[src/rtl/valid_tag_pipe.sv]
// Purpose: multi-channel valid + sideband tag delay pipe with stall, flush and in-flight count.
// Latency: DELAY ce-high cycles (DELAY=0 is a combinational pass-through).
// Backpressure: ce=0 freezes every stage and drops inputs; flush clears valids. Build option VALID_TAG_PIPE_GATE_EN.
module valid_tag_pipe #(
    parameter int WIDTH = 1,
    parameter int TAG_W = 8,
    parameter int DELAY = 4,
    parameter int CNT_W = (DELAY < 1) ? 1 : $clog2(DELAY + 1)
) (
    input  logic             clk,
    input  logic             reset,
    input  logic             ce,
    input  logic             flush,
    input  logic [WIDTH-1:0] i_valid,
    input  logic [TAG_W-1:0] i_tag,
    output logic [WIDTH-1:0] o_valid,
    output logic [TAG_W-1:0] o_tag,
    output logic [CNT_W-1:0] inflight,
    output logic             empty
);

    generate
        if (DELAY == 0) begin : g_bypass
            // No stages: inputs pass straight through, nothing is ever in flight.
            assign o_valid  = i_valid;
            assign o_tag    = i_tag;
            assign inflight = '0;
            assign empty    = 1'b1;
        end else begin : g_pipe
            logic [WIDTH-1:0] vld_q [DELAY];
            logic [TAG_W-1:0] tag_q [DELAY];
            logic [CNT_W-1:0] cnt_q;
            logic [CNT_W-1:0] cnt_nxt;
            logic             empty_q;
            logic             cnt_inc;
            logic             cnt_dec;

            // Valid shift register: flush wipes every stage, ce advances, otherwise hold.
            always_ff @(posedge clk) begin
                if (reset || flush) begin
                    for (int k = 0; k < DELAY; k++) vld_q[k] <= '0;
                end else if (ce) begin
                    vld_q[0] <= i_valid;
                    for (int k = 1; k < DELAY; k++) vld_q[k] <= vld_q[k-1];
                end
            end

            // Tag shift register: untouched by flush; in gated mode a stage only
            // reloads when the valid vector moving into it is non-zero.
            always_ff @(posedge clk) begin
                if (reset) begin
                    for (int k = 0; k < DELAY; k++) tag_q[k] <= '0;
                end else if (!flush && ce) begin
`ifdef VALID_TAG_PIPE_GATE_EN
                    if (|i_valid) tag_q[0] <= i_tag;
                    for (int k = 1; k < DELAY; k++) begin
                        if (|vld_q[k-1]) tag_q[k] <= tag_q[k-1];
                    end
`else
                    tag_q[0] <= i_tag;
                    for (int k = 1; k < DELAY; k++) tag_q[k] <= tag_q[k-1];
`endif
                end
            end

            // Occupancy delta for one advance: an occupied entry enters and/or one leaves.
            always_comb begin
                cnt_inc = |i_valid;
                cnt_dec = |vld_q[DELAY-1];
                cnt_nxt = cnt_q;
                if (cnt_inc && !cnt_dec) begin
                    cnt_nxt = cnt_q + CNT_W'(1);
                end else if (!cnt_inc && cnt_dec) begin
                    cnt_nxt = cnt_q - CNT_W'(1);
                end
            end

            // In-flight counter and its registered zero flag move together.
            always_ff @(posedge clk) begin
                if (reset || flush) begin
                    cnt_q   <= '0;
                    empty_q <= 1'b1;
                end else if (ce) begin
                    cnt_q   <= cnt_nxt;
                    empty_q <= (cnt_nxt == '0);
                end
            end

            assign o_valid  = vld_q[DELAY-1];
            assign o_tag    = tag_q[DELAY-1];
            assign inflight = cnt_q;
            assign empty    = empty_q;
        end
    endgenerate

endmodule

[config.mk]
export PLATFORM = sky130hd
export DESIGN_NAME = valid_tag_pipe
export DESIGN_NICKNAME = d
export VERILOG_FILES = /design/src/rtl/valid_tag_pipe.sv
export SDC_FILE = /design/constraint.sdc
export NUM_CORES = 1
export LEC_CHECK = 0
export BUFFER_PORTS_ARGS = -buffer_cell sky130_fd_sc_hd__buf_2
export CORE_UTILIZATION = 55
export DETAILED_ROUTE_END_ITERATION = 12
export PLACE_DENSITY_LB_ADDON = 0.05
export SYNTH_ARGS = -nofsm -noshare
export SYNTH_HDL_FRONTEND = slang
export SYNTH_SLANG_ARGS = --single-unit
export TNS_END_PERCENT = 50
[constraint.sdc]
create_clock -name clk -period 2.1 [get_ports clk]
set_input_delay 0.21 -clock clk [delete_from_list [all_inputs] [get_ports clk]]
set_output_delay 0.21 -clock clk [all_outputs]
set_load 0.1 [all_outputs]
After elaboration in Yosys (flattened, before gate mapping)

Memories as Yosys holds them, arrays and structs flattened.
Cells that the tools add are included.

$add $sub $neg: 2
Multiplexer cells: 20
Reduce and logical (&&, ||, !) cells: 8
Bitwise gates (word level): 8

Operator list:

| kind                                                                | count |
|---|---|
| 8-bit two-way mux                                                   | 4 |
| 1-bit two-way mux                                                   | 14 |
| 1-bit OR                                                            | 8 |
| 3-bit two-way mux                                                   | 2 |
| 3-bit by 1-bit adder with 3-bit output (second input constant)      | 1 |
| 1-bit logical AND                                                   | 3 |
| 1-bit zero test                                                     | 3 |
| 3-bit zero test                                                     | 1 |
| 3-bit by 1-bit subtractor with 3-bit output (second input constant) | 1 |
| 1-bit logical OR                                                    | 1 |

Output and inout port bits: 13
Input bits: 13
Word-level logic and storage cells: 42
Register bits after elaboration: 4
RAM bits: 36
Memories kept: 2

Memory list:

| memory       | depth | width | read ports | clocked after Yosys merged registers in | write ports | RTL line | source |
|---|---|---|---|---|---|---|---|
| g_pipe.tag_q | 4     | 8     | 4          | 0                                       | 4           | 31       | `logic [TAG_W-1:0] tag_q [DELAY];` |
| g_pipe.vld_q | 4     | 1     | 4          | 0                                       | 4           | 30       | `logic [WIDTH-1:0] vld_q [DELAY];` |

Depth between registers and ports, before layout

Depth in word-level cells: 6
Gate-level depth with buffers: 6
Mapped depth without buffers: 6

Least setup slack after synthesis

OpenSTA, ideal clock, no wires.

Path kind: reg2reg
Start: reg g_pipe.cnt_q[0], in the netlist inflight[0]
End: reg g_pipe.empty_q, in the netlist empty
Arrival time: 1979 ps
Setup slack: -8 ps
Library setup time: 129 ps
Period minus slack after synthesis: 2108 ps
Buffers on the path: 0
Stages on the path, launching flop included: 7
Data required time: 1971 ps
Cell sequence: dfxtp_1 -> inv_1 -> ha_1 -> nand4bb_1 -> o21ai_0 -> o21ai_1 -> o221ai_2

Longest elaborated chain between the ends: 4
Elaborated cells on any way between the ends: 5
Classes of those cells: add/sub (2); mux (2); reduce/logical (1)

Ends and longest elaborated chain:

| element                                     | RTL line | source |
|---|---|---|
| from (decl)                                 | 32       | `logic [CNT_W-1:0] cnt_q;` |
| from (signal assigned)                      | 84       | `cnt_q <= cnt_nxt;` |
| 3-bit by 1-bit subtractor with 3-bit output | 74       | `cnt_nxt = cnt_q - CNT_W'(1);` |
| 3-bit two-way mux                           | 73       | `end else if (!cnt_inc && cnt_dec) begin` |
| 3-bit two-way mux (*)                       | 71       | `if (cnt_inc && !cnt_dec) begin` |
| 3-bit zero test (*)                         | 85       | `empty_q <= (cnt_nxt == '0);` |
| to (signal assigned)                        | 85       |  |
| to (decl)                                   | 34       | `logic empty_q;` |

Mark *: on every way between the ends. The rest lies on a longest branch, timed or not.
A chain may end at the register's enable or synchronous reset.

==> flow_summary_export.csv <==
group,metric,value,unit
status,status,"complete, but fails checks",
status,violations,"DRC",
global_routing,grt_pass1_vias,867,
timing,maxSlewViolCount,0,
setup_path,crit_family,"flip-flops",
synthesis,async_flop_share,0,%
clock_tree,clk_pin_slew_worst_paths,100,ps
clock_tree,clkSinkCount,40,
setup_path,worst_r2r_startpoint,"inflight[0]",
route,drt_first_pass_iters,10,
synthesis,yosys_warnings,0,
placed_design,placedCellCount,164,
synthesis,synth_area_leaders,"edfxtp_1, and3_1, dfxtp_1, buf_4, ha_1",
synthesis,synth_top_area_cell,"edfxtp_1",
power,ir_drop,0.0006606,V
setup_path,crit_path_end_kind,"output pin",
synthesis,synth_fp_nets,137,
setup_path,reg2reg_to,"empty",
floorplanning,core,2829,sq um
timing,tns,0,ps
floorplanning,placementRows,19,
floorplanning,dieArea,3302,sq um
placed_design,dp_hpwl,1.280,mm
min_path,min_to,"inflight[0]",
setup_path,worstSetupPathType,"register to output pin",
setup_path,required,1890,ps
power,p_leak,0.0008728,uW
floorplanning,num_io_pins,26,
synthesis,synth-seq-cells,40,
route,wire_per_inst,12.95,um
cells_and_area,multi_input_area,427.9,sq um
cells_and_area,final_nets,155,
setup_path,arrival,1280,ps
timing,tightest_slew,615.5,ps
synthesis,synth_edf_count,36,
cells_and_area,n_antenna_cell,0,
setup_path,cp_cell_sequence,"buf_2",
min_path,worstHoldStart,"reset",
timing,fin_crit_sh,70.84,%
setup_path,r2r_cells,6,
job,maxCapViolCount,0,
route,drt_iter0_markers,12,
setup_path,cp-start-kind,"register",
cells_and_area,final-seq-area,1162,sq um
min_path,min_path_type,"primary input to register",
placed_design,place.gp.congestion,0.8126,
synthesis,syn_inst,122,
setup_path,cp_max_fo,7,
route,drc,2,
synthesis,syn_area_per_cell,13.87,sq um
setup_path,critPathSlowestCell,"edfxtp_1",
global_routing,grt_usage,15.23,%
placed_design,io_buffers,25,
cells_and_area,area_growth,9.468,%
clock_tree,clk_latency,330,ps
clock_tree,cts-root-buf,"clkbuf_4",
cells_and_area,drive_above_1_share,26.24,%
floorplanning,die_h,57.46,um
floorplanning,initial_core_util,59.80,%
floorplanning,die_x,57.46,um
timing,rsz0062_at_grt,"no",
global_routing,grt_max_degree,44,
route,vias,947,
clock_tree,cts-resized-gates,0,
route,postRouteAntennaNets,0,
timing,setup_viol,0,
clock_tree,cts_setup_buffers,0,
min_path,min_path_cells,2,
synthesis,syn_area,1692,sq um
synthesis,ys_seq_area_share,68.64,%
clock_tree,htreeDepth,2,
global_routing,overflow,0,
clock_tree,cts.path.max_buffers,2,
timing,hold_violations,0,
clock_tree,cts_tree,"done",
synthesis,yosysUniqueCellTypes,25,
synthesis,synth.most_common_cell,"edfxtp_1",
setup_path,max_stage_delay,480,ps
synthesis,synth_common_cells,"edfxtp_1, and3_1, buf_4",
power,finalPower,1567,uW
clock_tree,cts_buffers,5,
power,power_density,846.2,nW/um^2
setup_path,crit_buf_inv,1,
route,routed_via_density,5.506,
setup_path,rrSetupSlack,680,ps
global_routing,grt_pass1_wl,3.608,mm
global_routing,antenna_found_initial,0,
timing,skew,5.512,ps
timing,clock.fmax,672.2,MHz
timing,min_period,1488,ps
cells_and_area,num-fill-cells,210,
timing,worst_slew_margin_rel,58.87,%
clock_tree,postCtsHoldBufs,0,
synthesis,yosysTopAreaCellShare,63.91,%
synthesis,synthFlopType,"edfxtp_1",
setup_path,worstSetupStartpoint,"g_pipe.vld_q[3]",
cells_and_area,stdcell_count,172,
route,drt_wl_total,2.228,mm
==> state kept, by name, indices dropped and copies added, names as in the netlist <==
name          count
g_pipe.vld_q      4
empty             1
inflight          3
g_pipe.tag_q     32
==> stage by stage <==
| step | util, % | setup WS [ps] | instance area, sq um | hold WS [ps] |
|---|---|---|---|---|
| floorplan | - | 121.1 | 1693 | 279.2 |
| global placement | 62.80 | 584.3 | 1777 | 495.3 |
| detailed placement | 62.80 | 553.0 | 1777 | 501.9 |
| CTS | 65.46 | 611.1 | 1852 | 132.5 |
| global route | 65.46 | 545.1 | 1852 | 128.3 |
| finish | 65.46 | 612.4 | 1852 | 156.0 |
==> metal layers <==
metal | wire, um | vias to the layer above | share of wire [%] | global-route usage, %
met1 | 1034 | 439 | 46 | 17.57
met5 | 0 | - | 0 | 0
met4 | 48 | 0 | 2.2 | 9.408
met2 | 1057 | 22 | 47 | 24.75
li1 | - | 479 | - | -
met3 | 87 | 7 | 3.9 | 4.762
==> area by class of cell <==
type                            instances  area share [%]
Sequential cell                        40           62.77
Multi-Input combinational cell         63           23.11
Inverter                                4          0.8108
Clock buffer                            5           2.027
Clock inverter                          3           2.027
Timing Repair Buffer                   26           7.162
Tap cell                               31           2.095
==> worst max-delay path by stage <==
| stage | end | slack (ps) | depth (start not counted) |
|---|---|---|---|
| floorplan | empty | 120 | 6 |
| global placement | g_pipe.tag_q[0][5] | 580 | 3 |
| detailed placement | g_pipe.tag_q[0][31] | 550 | 3 |
| CTS | o_valid | 610 | 1 |
| global route | empty | 550 | 6 |
| finish | o_valid | 610 | 1 |
==> where the power goes <==
group	switching (uW)	internal (uW)	total (uW)	leakage (uW)
logic	144	36.7	181	0.000415
clock network	217	243	460	0.0000403
registers	12.1	914	926	0.000418
==> layout by cell type, fill, tap and decap left out, drive strengths merged, types with 2 or more instances in the layout <==
cell type	synthesis	layout
edfxtp	36	36
and3b	2	2
nor2	2	2
dfxtp	4	4
xnor2	2	2
inv	4	4
buf	8	26
xor2	2	2
nand2	3	3
clkbuf	7	5
ha	2	2
o21ai	3	3
and3	36	36
clkinv	0	2
nor3	4	4
==> cell families after synthesis <==
| logic type | count (synthesis) | share of synthesized area (%) |
|---|---|---|
| AO/OA/AOI/OAI | 7 | 3.033 |
| XOR/XNOR | 4 | 2.071 |
| adder cells (fa/ha/maj) | 2 | 1.479 |
| buffers and inverters | 19 | 6.065 |
| flip-flops | 40 | 68.64 |
| AND/OR/NAND/NOR | 50 | 18.71 |
Power figures use the tool's default switching activity.
